### src/rtl/mul_int.sv
`default_nettype none
// ============================================================================
//  Module      : mul_int
//  Description : Iterative shift-add integer multiplier. Produces the full
//                2*DSZ-bit product of two DSZ-bit operands, signed or
//                unsigned, retiring one partial product per clock behind a
//                start/busy/done handshake.
//  Revision    : 1.0 - initial release
// ============================================================================
module mul_int #(
    parameter int DSZ = 32
) (
    input  logic           clk,
    input  logic           rst,
    input  logic           start,
    input  logic           sgn,
    input  logic [DSZ-1:0] x,
    input  logic [DSZ-1:0] y,
    output logic           busy,
    output logic           done,
    output logic [DSZ-1:0] p_hi,
    output logic [DSZ-1:0] p_lo
);

    // Counter wide enough to hold DSZ-1 with headroom.
    localparam int c_CNT_W = $clog2(DSZ) + 1;

    localparam logic [1:0] S_IDLE = 2'd0;
    localparam logic [1:0] S_RUN  = 2'd1;
    localparam logic [1:0] S_FIX  = 2'd2;

    logic [1:0]       r_state, w_state_nxt;
    logic             r_busy,  w_busy_nxt;
    logic             r_done,  w_done_nxt;
    logic [DSZ-1:0]   r_p_hi,  w_p_hi_nxt;
    logic [DSZ-1:0]   r_p_lo,  w_p_lo_nxt;
    logic [c_CNT_W-1:0] r_cnt, w_cnt_nxt;
    logic [DSZ-1:0]   r_mc,    w_mc_nxt;
    logic [DSZ-1:0]   r_mp,    w_mp_nxt;
    logic [DSZ:0]     r_acc,   w_acc_nxt;
    logic             r_neg,   w_neg_nxt;

    logic [DSZ:0]     w_sum;
    logic [2*DSZ-1:0] w_prod;
    logic [2*DSZ-1:0] w_prod_fix;
    logic [DSZ-1:0]   w_x_mag;
    logic [DSZ-1:0]   w_y_mag;

    // Datapath helpers and next-state logic for the IDLE/RUN/FIX sequence.
    always_comb begin
        w_state_nxt = r_state;
        w_busy_nxt  = r_busy;
        w_done_nxt  = 1'b0;
        w_p_hi_nxt  = r_p_hi;
        w_p_lo_nxt  = r_p_lo;
        w_cnt_nxt   = r_cnt;
        w_mc_nxt    = r_mc;
        w_mp_nxt    = r_mp;
        w_acc_nxt   = r_acc;
        w_neg_nxt   = r_neg;

        // Magnitude of the most-negative value wraps to 2^(DSZ-1), which is
        // still correct when read as unsigned.
        w_x_mag = (sgn && x[DSZ-1]) ? (-x) : x;
        w_y_mag = (sgn && y[DSZ-1]) ? (-y) : y;

        // Accumulator carries one extra bit so the add never drops a carry.
        w_sum = r_mp[0] ? (r_acc + {1'b0, r_mc}) : r_acc;

        w_prod     = {r_acc[DSZ-1:0], r_mp};
        w_prod_fix = r_neg ? (-w_prod) : w_prod;

        case (r_state)
            S_IDLE: begin
                if (start) begin
                    w_mc_nxt    = w_x_mag;
                    w_mp_nxt    = w_y_mag;
                    w_neg_nxt   = sgn & (x[DSZ-1] ^ y[DSZ-1]);
                    w_acc_nxt   = '0;
                    w_cnt_nxt   = '0;
                    w_busy_nxt  = 1'b1;
                    w_state_nxt = S_RUN;
                end
            end
            S_RUN: begin
                // Add-then-shift: the low product bit retires into mp's top.
                w_acc_nxt = {1'b0, w_sum[DSZ:1]};
                w_mp_nxt  = {w_sum[0], r_mp[DSZ-1:1]};
                w_cnt_nxt = r_cnt + c_CNT_W'(1);
                if (r_cnt == c_CNT_W'(DSZ - 1)) begin
                    w_state_nxt = S_FIX;
                end
            end
            S_FIX: begin
                w_p_hi_nxt  = w_prod_fix[2*DSZ-1:DSZ];
                w_p_lo_nxt  = w_prod_fix[DSZ-1:0];
                w_busy_nxt  = 1'b0;
                w_done_nxt  = 1'b1;
                w_state_nxt = S_IDLE;
            end
            default: begin
                w_busy_nxt  = 1'b0;
                w_state_nxt = S_IDLE;
            end
        endcase
    end

    // State register; reset aborts any multiply in flight without a done.
    always_ff @(posedge clk) begin
        if (rst) begin
            r_state <= S_IDLE;
            r_busy  <= 1'b0;
            r_done  <= 1'b0;
            r_p_hi  <= '0;
            r_p_lo  <= '0;
            r_cnt   <= '0;
            r_mc    <= '0;
            r_mp    <= '0;
            r_acc   <= '0;
            r_neg   <= 1'b0;
        end else begin
            r_state <= w_state_nxt;
            r_busy  <= w_busy_nxt;
            r_done  <= w_done_nxt;
            r_p_hi  <= w_p_hi_nxt;
            r_p_lo  <= w_p_lo_nxt;
            r_cnt   <= w_cnt_nxt;
            r_mc    <= w_mc_nxt;
            r_mp    <= w_mp_nxt;
            r_acc   <= w_acc_nxt;
            r_neg   <= w_neg_nxt;
        end
    end

    assign busy = r_busy;
    assign done = r_done;
    assign p_hi = r_p_hi;
    assign p_lo = r_p_lo;

endmodule
`default_nettype wire

### config.mk
export PLATFORM = sky130hd
export DESIGN_NAME = mul_int
export DESIGN_NICKNAME = d
export VERILOG_FILES = /design/src/rtl/mul_int.sv
export SDC_FILE = /design/constraint.sdc
export NUM_CORES = 1
export LEC_CHECK = 0
export BUFFER_PORTS_ARGS = -buffer_cell sky130_fd_sc_hd__buf_2
export CAP_MARGIN = 20
export CORE_MARGIN = 2
export CORE_UTILIZATION = 63
export DETAILED_ROUTE_END_ITERATION = 16
export PLACE_DENSITY = 0.93
export SETUP_SLACK_MARGIN = 0.05
export SYNTH_ARGS = -nofsm -noshare
export SYNTH_HDL_FRONTEND = slang
export SYNTH_SLANG_ARGS = --single-unit
### constraint.sdc
create_clock -name clk -period 7.3 [get_ports clk]
set_input_delay 1.095 -clock clk [delete_from_list [all_inputs] [get_ports clk]]
set_output_delay 1.095 -clock clk [all_outputs]
set_load 0.01 [all_outputs]
==> results of run 1 <==
-- flip-flops by register name (all words and copies together), names as in the netlist --
register / count
r_neg: 1
r_mc: 32
r_acc: 32
r_state: 2
done: 1
r_cnt: 6
p_hi: 32
p_lo: 32
busy: 1
r_mp: 32
-- logic make-up after synthesis --
family          after synthesis  share of synthesized area [%]
compound gates              430                          27.16
simple gates                413                          18.87
flops                       171                          33.16
xor+xnor                    139                          11.79
buf+inv                     104                          3.854
fa+ha+maj                    37                          4.557
mux                           6                         0.6060
-- per-layer routing --
layer	routed length [um]	up-vias	share of wire (%)	global-route usage [%]
met2	12030	568	43	46.38
met4	499	0	1.8	10.33
met3	3067	52	11	6.113
met1	12250	4644	44	44.73
li1	-	4940	-	-
met5	0	-	0	0
-- power groups by stage --
| stage | registers [mW] | logic (mW) | clock network [mW] |
|---|---|---|---|
| detailed placement | 1.04 | 0.357 | 0 |
| global placement | 1.04 | 0.346 | 0 |
| floorplan | 1.01 | 0.274 | 0 |
| finish | 1.02 | 0.370 | 0.901 |
| CTS | 1.02 | 0.362 | 0.907 |
| global route | 1.02 | 0.405 | 0.945 |
-- worst max path at each step --
| stage | cells past startpoint | slack, ns | endpoint |
|---|---|---|---|
| 2_1_floorplan | 8 | 4.12 | r_mp[30] |
| 3_3_place_gp | 9 | 3.77 | r_mc[28] |
| 3_5_place_dp | 9 | 3.53 | r_mc[28] |
| 4_1_cts | 9 | 4.00 | r_mc[28] |
| 5_1_grt | 9 | 3.71 | r_mc[28] |
| 6_report | 11 | 3.91 | r_acc[31] |
-- layout make-up --
type                    count  area [sq um]
repair buffers            142         739.5
inverters                  20         75.07
clock inverters            14         156.4
multi-input cells        1025          6525
fillers                  1207          4323
clock buffers              18         429.2
well taps                 216         270.3
flip-flops and latches    171          3425
-- critical path, stage by stage, from the launching register on --
cell and delay [ns]:
dfxtp_1 0.48, ha_1 0.23, inv_1 0.05, fa_1 0.37
nor2b_1 0.28, o2111ai_1 0.17, nand3_1 0.13, a31oi_1 0.12
o31ai_1 0.53, a21oi_1 0.25, or4_1 0.51, a31oi_1 0.18
-- stage by stage --
stage	power [mW]	std cells	setup slack (ns)	util [%]	cell area (sq um)
global route	2.374	1606	3.709	72.88	11620
global placement	1.383	1573	3.769	69.14	11020
floorplan	1.289	1300	4.119	-	10320
CTS	2.287	1605	4.005	72.81	11610
detailed placement	1.396	1573	3.526	69.14	11020
finish	2.294	1606	3.909	72.88	11620
-- synth_stat cells (6+ instances only) --
| master | count | share of area, % |
|---|---|---|
| ha_1 | 36 | 4.4 |
| nor2_1 | 133 | 4.8 |
| or2_2 | 6 | 0.36 |
| o41ai_1 | 14 | 1.2 |
| o22ai_1 | 12 | 0.73 |
| nor2b_1 | 9 | 0.55 |
| xnor2_1 | 49 | 4.2 |
| o31ai_1 | 30 | 2.2 |
| xor2_1 | 90 | 7.6 |
| a21oi_1 | 104 | 5.0 |
| nor4_1 | 15 | 0.91 |
| a22oi_1 | 37 | 2.7 |
| dfxtp_1 | 171 | 33 |
| o211ai_1 | 6 | 0.44 |
| nand3_1 | 18 | 0.87 |
| a21o_1 | 19 | 1.4 |
| o21a_1 | 6 | 0.44 |
| clkbuf_1 | 77 | 2.8 |
| a222oi_1 | 10 | 0.97 |
| inv_1 | 20 | 0.73 |
| o21ai_0 | 83 | 4.0 |
| a211oi_1 | 59 | 4.3 |
| or4_1 | 15 | 1.1 |
| nand2_1 | 130 | 4.7 |
| a31oi_1 | 13 | 0.79 |
| nand4_1 | 11 | 0.67 |
| or3_1 | 19 | 1.2 |
| buf_1 | 6 | 0.22 |
| nor3_1 | 22 | 1.1 |
| nand2b_1 | 9 | 0.55 |
| o21ai_1 | 8 | 0.39 |
==> summary.md, run 1 <==
| Metric | Value |
|---|---|
| Status | completed |
| Hold Vio Cnt, Final | 0 |
| Total gr overflow | 0 |
| R2R depth | 11 |
| Via Count | 10204 |
| Crit path DAT | 3.75 ns |
| Drt drc | 0 |
| Flop-to-flop setup slack | 3.91 ns |
| Reg2reg end | r_acc[31] |
| CTS hold repair buffers | 0 |
| Crit path from | r_acc[0] |
| Net Sw Frac | 30.60% |
| Slew HR | 27.32% |
| Setup violations, final | 0 |
| Largest net degree at the start of global routing | 111 |
| Lkg Pwr | 4.517 nW |
| Hold Crit Depth | 2 |
| Syn Nets | 1405 |
| I/O Buffers | 133 |
| GP Congestion | 0.9408 |
| Postcts setup bufs | 0 |
| Period utilization | 46.45% |
| RSZ-0062 raised after global routing | false |
| Primary FF master, synth | dfxtp_1 |
| Average cell area after synthesis | 7.941 sq um |
| CORE AREA | 15940 sq um |
| Fin Hold WS | 0.4518 ns |
| Crit path time final | 3.391 ns |
| ANT nets after route | 0 |
| Initial core utilization | 64.75% |
| Hpwl dp | 19890 um |
| CP Launch Type | flip-flop |
| Total GRT Usage | 31.00% |
| Synth warn | 0 |
| CTS tree | yes |
| CTS Buffer Depth | 2 |
| PwrDens | 197.4 nW/um^2 |
| Htree depth | 4 |
| Max cap viols | 0 |
| Comb pwr share | 16.1% |
| Layout cell share with drive strength beyond 1 | 14.10% |
| Die width | 132.0 um |
| Switching power total | 0.7019 mW |
| Internal power | 1.592 mW |
| Iter 0 DRT Violations | 1227 |
| Initial antenna violation count | 0 |
| Hold Crit Start | p_hi[29] |
| Global-route wire length before repair | 44770 um |
| # clock sinks | 171 |
| Worst-path clk slew | 0.07 ns |
| Crit. End Element | flip-flop |
| First-pass DRT Iterations | 6 |
| Peak VDD IR | 0.0001944 V |
| Skew final | 0.008153 ns |
| Row count | 46 |
| Number of distinct library cells after synthesis | 64 |
| Seq/Total Area, Yosys | 33.16% |
| Crit path kind | reg -> reg |
| Routed WL per cell | 17.34 um |
| Syn Inst Count | 1300 |
| Commonest non-fill, non-tap cell in the layout | dfxtp_1 |
| Yosys reg bits | 171 |
| Area of the mapped netlist | 10320 sq um |
| Commonest cells after routing, fill and taps aside | dfxtp_1 (170), buf_2 (132), nor2_1 (131), nand2_1 (130), a21oi_1 (104) |
| P&R area growth vs syn | 12.56% |
| Number of synthesized flops with an enable pin | 0 |
| Die area | 17430 sq um |
| Setup TNS Final | 0 ns |
| Hold Path End | p_hi[29] |
| Seq pwr share | 44.6% |
| CP Data Required Time | 7.66 ns |
| Nets | 1482 |
| Top Ports | 134 |
| Worst min path class | reg -> reg |
| Async SR Flop Fraction | 0% |
| Clk Latency, worst-skew pair | 0.44 ns |
| DR vias/cell | 6.354 |
| Maximum clock rate | 294.9 MHz |
| CTS root buf | clkbuf_16 |
| Final wirelength | 27850 um |
| Worst slew pin tran | 1.090 ns |
| CTS Buf Count | 17 |
| Die height | 132.0 um |
| Reg2reg start | r_acc[0] |
| Diode count | 0 |
| Vias in the first global route | 9005 |
| Part of the power in the clock network | 39.3% |
| Cts repair resizes | 0 |
| Max Slew Vio Count | 0 |
| Crit path max fanout | 7 |
Note: power is estimated with default switching activity, not from simulation.
==> run 2: changes to the inputs <==
--- a/config.mk
+++ b/config.mk
@@ -8,9 +8,9 @@
 export BUFFER_PORTS_ARGS = -buffer_cell sky130_fd_sc_hd__buf_2
 export CAP_MARGIN = 20
 export CORE_MARGIN = 2
-export CORE_UTILIZATION = 63
+export CORE_UTILIZATION = 53
 export DETAILED_ROUTE_END_ITERATION = 16
-export PLACE_DENSITY = 0.93
+export PLACE_DENSITY = 0.84
 export SETUP_SLACK_MARGIN = 0.05
 export SYNTH_ARGS = -nofsm -noshare
 export SYNTH_HDL_FRONTEND = slang
==> constraint.sdc (replaced) <==
create_clock -name clk -period 3 [get_ports clk]
set_input_delay 0.45 -clock clk [delete_from_list [all_inputs] [get_ports clk]]
set_output_delay 0.45 -clock clk [all_outputs]
set_load 0.01 [all_outputs]
==> run 2 against run 1 <==
  * Register-to-register slack got worse by 3.8 ns
  * Critical path depth decreased by 3
  * Power increased by 140%
  * Via count increased by 1.6%
  * Non-clock buffer count increased by 47
==> summary.md, run 2 (synthesis gave the netlist of run 1 again) <==
| Metric | Value |
|---|---|
| Status | completed (unchanged) |
| Hold Vio Cnt, Final | 0 (unchanged) |
| CTS Buf Count | 17 (unchanged) |
| Comb pwr share | 16.9% (was 16.1%) |
| Slowest cell on crit path | or4_4 (was o31ai_1) |
| Die height | 143.6 um (was 132.0 um) |
| CTS tree | yes (unchanged) |
| Commonest cells after routing, fill and taps aside | dfxtp_1 (169), buf_2 (132), nand2_1 (130), nor2_1 (130), a21oi_1 (104) (was dfxtp_1 (170), buf_2 (132), nor2_1 (131), nand2_1 (130), a21oi_1 (104)) |
| I/O Buffers | 133 (unchanged) |
| Commonest non-fill, non-tap cell in the layout | dfxtp_1 (unchanged) |
| Layout cell share with drive strength beyond 1 | 17.54% (was 14.10%) |
| Die width | 143.6 um (was 132.0 um) |
| Setup violations, final | 0 (unchanged) |
| Crit path DAT | 3.15 ns (was 3.75 ns) |
| Global-route wire length before repair | 46190 um (was 44770 um) |
| GP Congestion | 0.9496 (was 0.9408) |
| ANT nets after route | 0 (unchanged) |
| Peak VDD IR | 0.0003967 V (was 0.0001944 V) |
| Fin Hold WS | 0.3154 ns (was 0.4518 ns) |
| Net Sw Frac | 31.15% (was 30.60%) |
| P&R area growth vs syn | 16.99% (was 12.56%) |
| Crit path time final | 2.841 ns (was 3.391 ns) |
| Iter 0 DRT Violations | 1216 (was 1227) |
| Crit path largest cell delay | 0.54 ns (was 0.53 ns) |
| Post-Route Utilization | 62.67% (was 72.88%) |
| PwrDens | 463.2 nW/um^2 (was 197.4 nW/um^2) |
| DR vias/cell | 6.091 (was 6.354) |
| CP Launch Type | flip-flop (unchanged) |
| CP Cell Sequence | or4_4 -> or3_4 -> nor4_4 -> nand2_2 -> or3_4 -> o31ai_2 -> xor2_1 -> o21ai_1 (was ha_1 -> inv_1 -> fa_1 -> nor2b_1 -> o2111ai_1 -> nand3_1 -> a31oi_1 -> o31ai_1 -> a21oi_1 -> or4_1 -> a31oi_1) |
| Initial core utilization | 53.57% (was 64.75%) |
| Row count | 51 (was 46) |
| Crit path max fanout | 7 (unchanged) |
| Die area | 20610 sq um (was 17430 sq um) |
| Total GRT Usage | 27.69% (was 31.00%) |
| Top Ports | 134 (unchanged) |
| Setup TNS Final | 0 ns (unchanged) |
| Drt drc | 0 (unchanged) |
| Skew final | 0.008541 ns (was 0.008153 ns) |
| Switching power total | 1.742 mW (was 0.7019 mW) |
| Total gr overflow | 0 (unchanged) |
| CORE AREA | 19270 sq um (was 15940 sq um) |
| CP Data Required Time | 3.31 ns (was 7.66 ns) |
| CTS hold repair buffers | 0 (unchanged) |
| Total power | 5.594 mW (was 2.294 mW) |
| Crit. End Element | flip-flop (unchanged) |
| Largest net degree at the start of global routing | 91 (was 111) |
| Slew HR | 37.08% (was 27.32%) |
| First-pass DRT Iterations | 6 (unchanged) |
| Worst slew pin tran | 0.9404 ns (was 1.090 ns) |
| Crit path kind | reg -> reg (unchanged) |
| Maximum clock rate | 352.0 MHz (was 294.9 MHz) |
| Most frequent CP cell | or3_4 (was a31oi_1) |
| Htree depth | 4 (unchanged) |
| Internal power | 3.852 mW (was 1.592 mW) |
| Lkg Pwr | 4.765 nW (was 4.517 nW) |
| CTS root buf | clkbuf_16 (unchanged) |
| Diode count | 0 (unchanged) |
| Period utilization | 94.70% (was 46.45%) |
| Initial antenna violation count | 0 (unchanged) |
| Part of the power in the clock network | 39.0% (was 39.3%) |
| Max cap viols | 0 (unchanged) |
| Nets | 1529 (was 1482) |
| Fillers | 1680 (was 1207) |
| Via Count | 10367 (was 10204) |
| Clk Latency, worst-skew pair | 0.44 ns (about the same) |
| Worst-path clk slew | 0.07 ns (about the same) |
| Vias in the first global route | 9034 (was 9005) |
| # clock sinks | 171 (unchanged) |
| Final wirelength | 28920 um (was 27850 um) |
| Max Slew Vio Count | 0 (unchanged) |
| Worst min path class | in -> reg (was reg -> reg) |
| Seq pwr share | 44.1% (was 44.6%) |
| Routed WL per cell | 16.99 um (was 17.34 um) |
| Hpwl dp | 21090 um (was 19890 um) |
| CTS Buffer Depth | 2 (unchanged) |
| RSZ-0062 raised after global routing | false (unchanged) |
==> run 2: cell types whose count changed in the layout (fill, tap and decap cells not counted), sizes merged <==
cell	previous run	this run
buf	142	189
bufinv	1	0
clkinvlp	1	0
inv	28	30
==> run 2: path summary, 6_finish.rpt <==
path	start	depth (start not counted)	slack [ns]	endpoint
worst max-delay path	r_mp[11]	8	0.16	p_hi[26]
worst min-delay path	x[4]	3	0.32	r_mc[4]
worst max register to register	r_mp[11]	8	0.16	p_hi[26]
worst min register to register	p_hi[19]	2	0.44	p_hi[19]
==> run 2: layout make-up <==
cell class / count / area [sq um] / share of cell area (%)
sequential: 171 / 3426 / 28.36
tap: 265 / 331.6 / 2.745
multi-input combinational: 1025 / 6569 / 54.39
timing repair buffer: 189 / 1092 / 9.044
inverter: 20 / 75.07 / 0.6216
clock inverter: 14 / 145.1 / 1.202
clock buffer: 18 / 439.2 / 3.636
==> run 2: power groups by stage <==
stage                     sequential, mW  clock [mW]  combinational [mW]
final                               2.47        2.18               0.947
after global routing                2.48        2.29                1.05
after CTS                           2.46        2.20               0.923
after detailed placement            2.51           0               0.915
after global placement              2.51           0               0.896
after floorplan                     2.47           0               0.668
==> run 2: per-stage QoR <==
| step | setup slack [ns] | std cells | area, sq um |
|---|---|---|---|
| after CTS | 0.08954 | 1700 | 12020 |
| after floorplan | 0.2152 | 1300 | 10320 |
| final | 0.1590 | 1702 | 12080 |
| after global routing | 0.02010 | 1702 | 12080 |
| after global placement | 0.2421 | 1667 | 11420 |
| after detailed placement | 0.1493 | 1668 | 11440 |
==> run 2: layer usage <==
layer | up-vias | share of wire [%] | wire, um | GRT usage [%]
li1 | 5038 | - | - | -
met1 | 4782 | 46 | 13350 | 41.45
met2 | 504 | 43 | 12440 | 41.03
met3 | 43 | 9.6 | 2763 | 5.332
met4 | 0 | 1.3 | 376 | 6.295
met5 | - | 0 | 0 | 0
==> run 2: timing repair <==
item / CTS / global route
resized for setup: 0 / 9
endpoints found under the hold margin: 0 / 0
setup endpoints to repair: 0 / 7
setup buffers: 0 / 2
==> run 2: worst max-delay path: cells and delay by family (launching register included) <==
kind                      cells  cell delay [ns]
and+or+nand+nor               5             1.79
DFF                           1             0.37
xor gates and xnor gates      1             0.20
AOI/OAI and AO/OA             2             0.36
